**src/rtl/draw_scheduler.sv**
```systemverilog
// draw_scheduler: fetches shape commands, starts rect/tri/circle engines and merges their pixels into one framebuffer write port (frame/cmd_* in, cmd_addr/start_*/v*/oe to engines, drawing_*/done_*/x_*/y_* from engines, fb_busy in, fb_we/fbx/fby/fb_cidx out, busy/done status)
module draw_scheduler #(
  parameter int CORDW = 16,
  parameter int CIDXW = 4,
  parameter int SHAPE_CNT = 19,
  parameter int CMDAW = 5,
  parameter int FRAME_WAIT = 300,
  parameter int PIX_FRAME = 80
) (
  input  logic             clk,
  input  logic             rst,
  input  logic             frame,
  output logic [CMDAW-1:0] cmd_addr,
  input  logic [1:0]       cmd_type,
  input  logic [CORDW-1:0] cmd_x0,
  input  logic [CORDW-1:0] cmd_y0,
  input  logic [CORDW-1:0] cmd_x1,
  input  logic [CORDW-1:0] cmd_y1,
  input  logic [CORDW-1:0] cmd_x2,
  input  logic [CORDW-1:0] cmd_y2,
  input  logic [CORDW-1:0] cmd_r0,
  input  logic [CIDXW-1:0] cmd_cidx,
  output logic             start_rect,
  output logic             start_tri,
  output logic             start_circle,
  output logic [CORDW-1:0] vx0,
  output logic [CORDW-1:0] vy0,
  output logic [CORDW-1:0] vx1,
  output logic [CORDW-1:0] vy1,
  output logic [CORDW-1:0] vx2,
  output logic [CORDW-1:0] vy2,
  output logic [CORDW-1:0] vr0,
  output logic             oe,
  input  logic             drawing_rect,
  input  logic             drawing_tri,
  input  logic             drawing_circle,
  input  logic             done_rect,
  input  logic             done_tri,
  input  logic             done_circle,
  input  logic [CORDW-1:0] x_rect,
  input  logic [CORDW-1:0] y_rect,
  input  logic [CORDW-1:0] x_tri,
  input  logic [CORDW-1:0] y_tri,
  input  logic [CORDW-1:0] x_circle,
  input  logic [CORDW-1:0] y_circle,
  input  logic             fb_busy,
  output logic             fb_we,
  output logic [CORDW-1:0] fbx,
  output logic [CORDW-1:0] fby,
  output logic [CIDXW-1:0] fb_cidx,
  output logic             busy,
  output logic             done
);
  localparam int FW = $clog2(FRAME_WAIT + 1);
  localparam int PW = $clog2(PIX_FRAME + 1);
  typedef enum logic [2:0] {IDLE, FETCH, LOAD, DRAW, DONE} state_t;
  state_t state_q, state_d;
  logic [CMDAW-1:0] cmd_addr_q, cmd_addr_d;
  logic [FW-1:0] fcnt_q, fcnt_d;
  logic [PW-1:0] pix_cnt_q, pix_cnt_d;
  logic [1:0] act_q, act_d;
  logic [6:0][CORDW-1:0] par_q, par_d;
  logic [CIDXW-1:0] cidx_q, cidx_d;
  logic [2:0] start_q, start_d;
  logic fb_we_q, fb_we_d;
  logic [CORDW-1:0] fbx_q, fbx_d, fby_q, fby_d;
  logic done_act, drw_act;
  assign done_act = act_q == 2'd0 ? done_rect : act_q == 2'd1 ? done_tri : done_circle;
  assign drw_act = act_q == 2'd0 ? drawing_rect : act_q == 2'd1 ? drawing_tri : drawing_circle;
  assign oe = state_q == DRAW && !fb_busy && pix_cnt_q < PW'(PIX_FRAME);
  always_comb begin
    state_d = state_q;
    cmd_addr_d = cmd_addr_q;
    fcnt_d = fcnt_q;
    act_d = act_q;
    par_d = par_q;
    cidx_d = cidx_q;
    start_d = '0;
    case (state_q)
      IDLE: if (frame) begin
        fcnt_d = fcnt_q == FW'(FRAME_WAIT) ? fcnt_q : fcnt_q + FW'(1);
        if (fcnt_d == FW'(FRAME_WAIT)) begin
          state_d = FETCH;
          cmd_addr_d = '0;
        end
      end
      FETCH: state_d = LOAD;
      LOAD: if (cmd_type == 2'b11) state_d = DONE;
      else begin
        par_d = {cmd_r0, cmd_y2, cmd_x2, cmd_y1, cmd_x1, cmd_y0, cmd_x0};
        cidx_d = cmd_cidx;
        act_d = cmd_type;
        start_d = 3'b001 << cmd_type;
        state_d = DRAW;
      end
      DRAW: if (done_act) begin
        state_d = cmd_addr_q == CMDAW'(SHAPE_CNT - 1) ? DONE : FETCH;
        cmd_addr_d = cmd_addr_q == CMDAW'(SHAPE_CNT - 1) ? cmd_addr_q : cmd_addr_q + CMDAW'(1);
      end
      DONE: state_d = DONE;
      default: state_d = IDLE;
    endcase
  end
  // a pixel granted on the frame pulse already belongs to the new frame
  always_comb begin
    pix_cnt_d = frame ? PW'(oe) : pix_cnt_q + PW'(oe);
    fb_we_d = drw_act && state_q == DRAW;
    fbx_d = act_q == 2'd0 ? x_rect : act_q == 2'd1 ? x_tri : x_circle;
    fby_d = act_q == 2'd0 ? y_rect : act_q == 2'd1 ? y_tri : y_circle;
  end
  always_ff @(posedge clk) begin
    if (rst) begin
      state_q <= IDLE;
      cmd_addr_q <= '0;
      fcnt_q <= '0;
      pix_cnt_q <= '0;
      act_q <= '0;
      par_q <= '0;
      cidx_q <= '0;
      start_q <= '0;
      fb_we_q <= 1'b0;
      fbx_q <= '0;
      fby_q <= '0;
    end else begin
      state_q <= state_d;
      cmd_addr_q <= cmd_addr_d;
      fcnt_q <= fcnt_d;
      pix_cnt_q <= pix_cnt_d;
      act_q <= act_d;
      par_q <= par_d;
      cidx_q <= cidx_d;
      start_q <= start_d;
      fb_we_q <= fb_we_d;
      fbx_q <= fbx_d;
      fby_q <= fby_d;
    end
  end
  assign cmd_addr = cmd_addr_q;
  assign {start_circle, start_tri, start_rect} = start_q;
  assign {vr0, vy2, vx2, vy1, vx1, vy0, vx0} = par_q;
  assign fb_cidx = cidx_q;
  assign fb_we = fb_we_q;
  assign fbx = fbx_q;
  assign fby = fby_q;
  assign busy = state_q == FETCH || state_q == LOAD || state_q == DRAW;
  assign done = state_q == DONE;
endmodule

```
**config.mk**
```make
export PLATFORM = sky130hd
export DESIGN_NAME = draw_scheduler
export DESIGN_NICKNAME = d
export VERILOG_FILES = /design/src/rtl/draw_scheduler.sv
export SDC_FILE = /design/constraint.sdc
export NUM_CORES = 1
export LEC_CHECK = 0
export ABC_AREA = 1
export BUFFER_PORTS_ARGS = -buffer_cell sky130_fd_sc_hd__buf_4
export CELL_PAD_IN_SITES_DETAIL_PLACEMENT = 1
export CELL_PAD_IN_SITES_GLOBAL_PLACEMENT = 2
export CORE_MARGIN = 1.5
export CORE_UTILIZATION = 22
export DETAILED_ROUTE_END_ITERATION = 8
export PLACE_DENSITY = 0.87
export SKIP_LAST_GASP = 1
export SLEW_MARGIN = 30
export SYNTH_ARGS = -nofsm -noshare
export SYNTH_HDL_FRONTEND = slang
export SYNTH_SLANG_ARGS = --single-unit
```
**constraint.sdc**
```tcl
create_clock -name clk -period 2.15 [get_ports clk]
set_input_delay 0.215 -clock clk [delete_from_list [all_inputs] [get_ports clk]]
set_output_delay 0.215 -clock clk [all_outputs]
set_load 0.01 [all_outputs]
```
==> impl_metrics.ini, run 1 <==
[floorplanning]
core_area_um2 = 31600
rows = 65
start_util_pct = 22.4
die_x_um = 182
dieArea_um2 = 33200
die_h_um = 182
io-pin-count = 384

[synth]
yosysUniqueCellTypes = 35
syn-mean-instance-area_um2 = 7.15
synth-seq-area-share_pct = 50.4
ys_ff_latch = 178
netlist_instances = 989
synthesis.area_um2 = 7070
syn_nets = 1219
synth_warnings = 0

[clock_network]
cts_tree = built
clk_latency_ns = 0.45
postCtsSetupBuffers = 0
cts-root-buf = clkbuf_16
clkSinkCount = 178
cts_buffers = 17
cts-htree-levels = 4
cts.reportedPaths.clkPinSlew_ns = 0.07
cts.path.max_buffers = 2

[sta]
finalCritPeriodShare_pct = 91.5
finalMaxSlewViolations = 0
fmax_mhz = 509
maxSlewHeadroom_pct = 63.9
finalSetupTns_ns = 0
rsz0062_at_grt = true
whs_ns = 0.0211
final_hold_viol_count = 0
period_minus_slack_ns = 1.97
worst_clock_skew_ns = 0.00722
finalSetupViolCount = 0
tightest_slew_ns = 0.542

[drt]
routed_wl_um = 27300
drtAntennaViolNets = 0
drt_iter0_drc = 218
num_vias = 7891
vias_per_cell = 4.34
wire_per_inst_um = 15.0
drt-pass1-iter-count = 4
route.detailed.drc = 0

[layout]
num_antenna_cells = 0
layout.cells.non_filler = 1820
mostFrequentLayoutCell = buf_4
areaGrowthSynthToFinish_pct = 63.6
drive_above_1_share_pct = 31.8
nets = 1635
layout_common_cells = 387 x buf_4, 262 x nor2_1, 178 x dfxtp_1, 176 x nand2_1, 123 x o21ai_0

[critical_path]
cp_num_buf_inv = 2
critPathKind = reg2reg
endpoint_kind = flip-flop
r2r_setup_slack_ns = 0.18
max_stage_delay_ns = 0.33
r2r-end = pix_cnt_q[6]
cp_max_fo = 5
cp_cell_sequence = inv_1, nor2_1, nand2_1, nor3_2, ha_1, ha_1, nand2_1, nor2_1, inv_1, nor2_1, a21oi_1, nor3_1
critical_path_arrival_ns = 2.34
r2r_cells = 12
r2r_start = state_q[1]
start_kind = flip-flop
crit_top_cell = nor2_1
crit_family = simple AND/OR/NAND/NOR gates
cpMaxStageDelayCell = dfxtp_1
worstPathRequired_ns = 2.53

[outcome]
status = finished clean

[placed_design]
dp_hpwl_um = 19800
io_buffers = 383
dp.cells = 1730
place.gp.congestion = 0.773

[power]
p_leak_uw = 0.00547
p_per_area_nw_per_um2 = 645
power.ir.vdd_worst_mv = 0.510

[global_route]
antenna_found_initial = 0
grt_pass1_vias = 7961
grt_overflow = 0
grt_use_total_pct = 16.3
grt_max_degree = 113
grt_pass1_wl_um = 42200

[min_path]
holdCritStartpoint = cmd_r0[4]
hold_path.class = in2reg
whs_endpoint = vr0[4]
whs_path_depth = 3

[job]
max_cap_violations = 0
[metrics by stage]
step           setup WS (ns)  utilization (%)  power (µW)  instance area [µm²]
2_1_floorplan          0.188                -        3840                 7070
3_3_place_gp           0.245             32.9        4360                10400
3_5_place_dp           0.110             32.9        4380                10400
4_1_cts                0.108             36.5        7620                11600
5_1_grt              -0.0754             36.6        7830                11600
6_report               0.184             36.6        7470                11600
[layout make-up]
cell class                 count  area, µm²
clock buffer                  18        439
clock inverter                14        130
fill                        3933      20100
inverter                      83        317
multi-input combinational    674       3010
sequential                   178       3560
tap                          402        503
timing repair buffer         451       3610
[timing repair]
item                                   4_1_cts  5_1_grt
endpoints found under the hold margin       58        0
setup endpoints to repair                    0        3
hold buffers                                58        0
resized for setup                            0        2
[kinds of logic (layout without fill, tap and decap cells)]
logic type,after synthesis,count (layout),synth area share (%)
compound gates,148,148,10.9
flops,178,178,50.4
buf+inv,137,566,7.36
fa+ha+maj,6,6,1.06
simple gates,517,517,29.9
xor+xnor,3,3,0.372
[registers in the layout, summed over array words and instances (netlist names), 9 cells and up]
register,cells
fbx,16
fby,16
vr0,16
vx0,16
vx1,16
vx2,16
vy0,16
vy1,16
vy2,16
fcnt_q,9
[worst reg2reg max path: stages, from the launching register on]
cell and delay (ns):
dfxtp_1 0.33, inv_1 0.08, nor2_1 0.09, nand2_1 0.14, nor3_2 0.23, ha_1 0.20, ha_1 0.17, nand2_1 0.08
nor2_1 0.12, inv_1 0.06, nor2_1 0.14, a21oi_1 0.08, nor3_1 0.16
[worst max path at each step]
| stage | startpoint | to | slack, ns | depth (start not counted) |
|---|---|---|---|---|
| floorplan | state_q[1] | pix_cnt_q[6] | 0.19 | 12 |
| global placement | state_q[1] | pix_cnt_q[6] | 0.25 | 12 |
| detailed placement | state_q[1] | pix_cnt_q[6] | 0.11 | 12 |
| CTS | state_q[1] | pix_cnt_q[6] | 0.11 | 12 |
| global route | state_q[1] | pix_cnt_q[6] | -0.08 | 12 |
| finish | state_q[1] | pix_cnt_q[6] | 0.18 | 12 |
[synthesized netlist by cell type]
library cell / number / share of area, %
nor2_1: 264 / 14
dfxtp_1: 178 / 50
nand2_1: 177 / 9.4
o21ai_0: 123 / 8.7
inv_1: 79 / 4.2
clkbuf_1: 47 / 2.5
nand3_1: 41 / 2.9
a21oi_1: 10 / 0.71
nand4_1: 10 / 0.88
ha_1: 6 / 1.1
nor2_2: 6 / 0.53
buf_2: 5 / 0.35
nor3_1: 5 / 0.35
o211ai_1: 4 / 0.42
nand3_2: 3 / 0.42
o21ai_1: 3 / 0.21
a211oi_1: 2 / 0.21
buf_1: 2 / 0.11
clkinv_1: 2 / 0.11
inv_2: 2 / 0.11
nand2_2: 2 / 0.18
nand3_4: 2 / 0.50
nor4_1: 2 / 0.18
or2_2: 2 / 0.18
xor2_1: 2 / 0.25
a221oi_1: 1 / 0.12
a22oi_1: 1 / 0.11
a31o_2: 1 / 0.12
a31oi_1: 1 / 0.089
nand2_4: 1 / 0.16
nor2_4: 1 / 0.16
o22ai_1: 1 / 0.089
o31ai_1: 1 / 0.11
or3_1: 1 / 0.089
xnor2_1: 1 / 0.12
[per-layer routing]
layer	track usage (%)	routed length, µm	vias up	share of wire, %
li1	-	-	3936	-
met1	17.2	10900	3643	40
met2	28.5	13200	290	48
met3	7.40	2860	22	10
met4	5.52	413	0	1.5
met5	0	0	-	0
[where the power goes]
part / total, µW / leakage [µW] / switching (µW) / internal [µW]
sequential: 3440 / 0.00144 / 57.0 / 3390
clock: 3080 / 0.000283 / 1440 / 1640
combinational: 941 / 0.00374 / 403 / 538
(Power assumes the default switching activity.)
==> inputs of run 2 (changes only) <==
--- a/config.mk
+++ b/config.mk
@@ -9,7 +9,7 @@
 export BUFFER_PORTS_ARGS = -buffer_cell sky130_fd_sc_hd__buf_4
 export CELL_PAD_IN_SITES_DETAIL_PLACEMENT = 1
 export CELL_PAD_IN_SITES_GLOBAL_PLACEMENT = 2
-export CORE_MARGIN = 1.5
+export CORE_MARGIN = 2
 export CORE_UTILIZATION = 22
 export DETAILED_ROUTE_END_ITERATION = 8
 export PLACE_DENSITY = 0.87
==> impl_metrics.ini, run 2 (synthesis results as in run 1) <==
[sta]
finalSetupTns_ns = 0
finalCritPeriodShare_pct = 90.9
fmax_mhz = 512
period_minus_slack_ns = 1.95
final_hold_viol_count = 0
rsz0062_at_grt = false
finalSetupViolCount = 0
finalMaxSlewViolations = 0
tightest_slew_ns = 0.583
final.setup.worst_slack_ns = 0.196
worst_clock_skew_ns = 0.00667
maxSlewHeadroom_pct = 60.8

[drt]
wire_per_inst_um = 15.6
routed_wl_um = 27700
drt_iter0_drc = 240
route.detailed.drc = 0
vias_per_cell = 4.36
drtAntennaViolNets = 0
num_vias = 7749
drt-pass1-iter-count = 4

[global_route]
grt_pass1_vias = 8033
antenna_found_initial = 1
grt_overflow = 0
grt_max_degree = 120
grt_use_total_pct = 16.4
grt_pass1_wl_um = 42700

[critical_path]
worstPathRequired_ns = 2.52
r2r-end = pix_cnt_q[6]
critical_path_arrival_ns = 2.32
start_kind = flip-flop
cp_max_fo = 5
r2r_cells = 12
critPathKind = reg2reg
r2r_start = state_q[1]
r2r_setup_slack_ns = 0.20
endpoint_kind = flip-flop

[placed_design]
pre_cts_slack_ns = 0.136
dp_hpwl_um = 20500
place.gp.congestion = 0.755
io_buffers = 383
place_area_um2 = 10400

[layout]
drive_above_1_share_pct = 32.8
areaGrowthSynthToFinish_pct = 57.3
final_util_pct = 35.2
nets = 1590
nFillCells = 3894
final_cell_area_um2 = 11100
mostFrequentLayoutCell = buf_4
layout_common_cells = 389 x buf_4, 262 x nor2_1, 178 x dfxtp_1, 176 x nand2_1, 123 x o21ai_0

[power]
p_per_area_nw_per_um2 = 678
p_leak_uw = 0.00528
power.ir.vdd_worst_mv = 0.551

[floorplanning]
core_area_um2 = 31600
io-pin-count = 384
die_h_um = 183
rows = 65
start_util_pct = 22.4
die_x_um = 183
dieArea_um2 = 33600

[job]
max_cap_violations = 0

[clock_network]
cts.path.max_buffers = 2
cts-htree-levels = 4
cts.reportedPaths.clkPinSlew_ns = 0.07
clkSinkCount = 178
cts_buffers = 17
cts_tree = built
postCtsSetupBuffers = 0
cts-root-buf = clkbuf_16
clk_latency_ns = 0.44

[min_path]
whs_endpoint = vy0[2]
hold_path.class = in2reg
whs_path_depth = 3
holdCritStartpoint = cmd_y0[2]

[outcome]
status = finished clean
## run 2: cell count changes in the layout (fill, tap and decap cells not counted), moves of 3 or more
cell | previous run | this run
dlygate4sd3_1 | 58 | 13
clkbuf_8 | 1 | 5
inv_6 | 4 | 0
clkinv_4 | 3 | 0
## run 2: worst max-delay path by stage
stage / from / to / slack [ns] / cells past startpoint
after floorplan: state_q[1] / pix_cnt_q[6] / 0.19 / 12
after global routing: state_q[1] / pix_cnt_q[6] / 0.01 / 12
after global placement: state_q[1] / pix_cnt_q[6] / 0.25 / 12
after CTS: state_q[1] / pix_cnt_q[6] / 0.12 / 12
after detailed placement: state_q[1] / pix_cnt_q[6] / 0.14 / 12
final: state_q[1] / pix_cnt_q[6] / 0.20 / 12
## run 2: through the flow
stage                     hold slack, ns  total power, µW  instances
final                             0.0230             7540       1777
after global routing              0.0109             7910       1776
after global placement             0.450             4370       1730
after floorplan                    0.359             3840        989
after detailed placement           0.462             4390       1730
after CTS                       0.000144             7690       1775
## run 2: layout make-up
cell class,count,area (µm²),area share [%]
clock inverter,10,105,0.945
antenna,2,5.00,0.0450
tap,402,503,4.52
inverter,83,317,2.85
clock buffer,22,494,4.44
sequential,178,3560,32.0
timing repair buffer,406,3130,28.1
multi-input combinational,674,3010,27.0
## run 2: where the power goes
group | switching (µW) | total, µW | leakage [µW] | internal, µW
Combinational | 389 | 870 | 0.00354 | 482
Sequential | 57.7 | 3450 | 0.00144 | 3390
Clock | 1370 | 3220 | 0.000297 | 1850
Total | 1820 | 7540 | 0.00528 | 5720
## run 2: routing by layer
layer	global-route usage [%]	part of all wire, %	wire [µm]	up-vias
met2	28.2	48	13300	293
met4	4.64	1.4	383	2
met3	8.18	11	3000	22
met1	17.8	40	11000	3584
li1	-	-	-	3848
met5	0	0.022	6	-
## run 2: critical path, stage by stage, from the launching register on
cell and delay (ns):
dfxtp_1 0.33, inv_1 0.07, nor2_1 0.09, nand2_1 0.13, nor3_2 0.22, ha_1 0.20, ha_1 0.17, nand2_1 0.07
nor2_1 0.12, inv_1 0.07, nor2_1 0.13, a21oi_1 0.09, nor3_1 0.18
## run 2: repair_timing
action	CTS	global route
resized for setup	0	1
hold endpoints to repair	13	0
hold buffers	13	0
setup endpoints to repair	0	1
==> inputs of run 3 (changes only) <==
==> constraint.sdc (replaced) <==
create_clock -name clk -period 2.15 [get_ports clk]
set_input_delay 0.1075 -clock clk [delete_from_list [all_inputs] [get_ports clk]]
set_output_delay 0.1075 -clock clk [all_outputs]
set_load 0.01 [all_outputs]
==> impl_metrics.ini, run 3 (synthesis results as in run 1) <==
[outcome]
status = finished clean

[drt]
drt-pass1-iter-count = 4
wire_per_inst_um = 16.6
drt_iter0_drc = 242
drtAntennaViolNets = 0
route.detailed.drc = 0
vias_per_cell = 4.42
num_vias = 8603
routed_wl_um = 32300

[layout]
drive_above_1_share_pct = 29.3
multiInputGateArea_um2 = 3020
seq_area_um2 = 3560
final_util_pct = 40.6
nFillCells = 3825
nets = 1758
mostFrequentLayoutCell = buf_4
areaGrowthSynthToFinish_pct = 81.6
final_cell_area_um2 = 12800
layout_common_cells = 389 x buf_4, 261 x nor2_1, 181 x dlygate4sd3_1, 178 x dfxtp_1, 175 x nand2_1

[global_route]
antenna_found_initial = 2
grt_pass1_wl_um = 49800
grt_overflow = 0
grt_pass1_vias = 9307
grt_max_degree = 120
grt_use_total_pct = 19.0

[sta]
final_hold_viol_count = 0
fmax_mhz = 508
worst_clock_skew_ns = 0.0102
whs_ns = 0.0354
finalMaxSlewViolations = 0
tightest_slew_ns = 0.588
finalCritPeriodShare_pct = 91.5
maxSlewHeadroom_pct = 60.8
finalSetupViolCount = 0
period_minus_slack_ns = 1.97
finalSetupTns_ns = 0

[clock_network]
cts.reportedPaths.clkPinSlew_ns = 0.07
clkSinkCount = 178
cts-root-buf = clkbuf_16
cts.path.max_buffers = 2
cts_buffers = 17
cts_tree = built
cts-htree-levels = 4
clk_latency_ns = 0.44

[floorplanning]
core_area_um2 = 31600
start_util_pct = 22.4
dieArea_um2 = 33600
die_h_um = 183
io-pin-count = 384
die_x_um = 183
rows = 65

[placed_design]
place_area_um2 = 10400
dp_hpwl_um = 20200
place.gp.congestion = 0.778
io_buffers = 383

[critical_path]
r2r_cells = 8
start_kind = flip-flop
worstPathRequired_ns = 2.53
critPathKind = reg2reg
r2r_start = act_q[0]
r2r_setup_slack_ns = 0.18
r2r-end = fbx[5]
critical_path_arrival_ns = 2.35
cpMaxStageDelayCell = dlygate4sd3_1
cp_max_fo = 33
cp_cell_sequence = inv_1, nor2_2, buf_4, nand2_1, nand3_1, dlygate4sd3_1, nand2_1, inv_1
max_stage_delay_ns = 0.55
endpoint_kind = flip-flop

[job]
max_cap_violations = 0

[min_path]
whs_endpoint = fbx[1]
hold_path.class = in2reg
whs_path_depth = 5
holdCritStartpoint = x_rect[1]

[power]
p_leak_uw = 0.00599
fin_total_pwr_uw = 8030
p_per_area_nw_per_um2 = 626
power.ir.vdd_worst_mv = 0.626
-- run 3: cell types whose count changed in the layout (fill, tap and decap cells not counted) --
cell | before | now
clkbuf_8 | 5 | 1
nor2_1 | 262 | 261
nor3_2 | 1 | 2
bufinv_16 | 2 | 4
clkinv_4 | 0 | 1
clkbuf_1 | 0 | 2
inv_6 | 0 | 2
clkinv_2 | 6 | 2
nand2_2 | 2 | 3
clkinvlp_4 | 2 | 3
nor2_2 | 8 | 9
nor3_1 | 4 | 3
dlygate4sd3_1 | 13 | 181
nand2_1 | 176 | 175
-- run 3: worst max path at each step --
stage                     from           end  slack (ns)  cells past startpoint
global route        state_q[1]  pix_cnt_q[6]     -0.0004                     12
floorplan           state_q[1]  pix_cnt_q[6]        0.19                     12
CTS                 state_q[1]  pix_cnt_q[6]         0.1                     12
detailed placement  state_q[1]  pix_cnt_q[6]        0.12                     12
global placement    state_q[1]  pix_cnt_q[6]        0.25                     12
finish                act_q[0]        fbx[5]        0.18                      8
-- run 3: where the power goes --
part / total [µW] / leakage [µW] / internal (µW) / switching [µW]
logic: 1170 / 0.00424 / 694 / 479
registers: 3450 / 0.00144 / 3390 / 59.0
clock network: 3410 / 0.000297 / 1980 / 1430
total: 8030 / 0.00599 / 6070 / 1970
-- run 3: repair_timing --
item,in CTS,in global routing
endpoints found under the hold margin,160,0
hold buffers,181,0
setup endpoints to repair,0,3
setup buffers,0,1
gates resized for setup,0,4
-- run 3: per-stage QoR --
stage | cells | worst slack, ns
2_1_floorplan | 989 | 0.188
3_5_place_dp | 1729 | 0.119
6_report | 1945 | 0.183
3_3_place_gp | 1729 | 0.249
5_1_grt | 1945 | -0.000387
4_1_cts | 1942 | 0.0956
-- run 3: routing by layer --
metal,global-route usage (%),up-vias,share of wire (%)
met2,33.9,338,49
met1,19.8,4014,39
li1,-,4186,-
met3,6.93,63,8.5
met5,0,-,0.019
met4,9.38,2,3.7
-- run 3: final cells by class --
class / instances / area share (%)
multi-input cells: 674 / 23.5
flip-flops and latches: 178 / 27.7
clock inverters: 12 / 1.39
inverters: 83 / 2.46
well taps: 402 / 3.92
diodes: 2 / 0.0390
clock buffers: 20 / 3.48
repair buffers: 574 / 37.5
-- run 3: worst max-delay path, delay by kind of cell, from the launching register on --
family / cells / cell delay, ns
simple gates: 4 / 0.43
flops: 1 / 0.34
buf+inv: 4 / 1.11
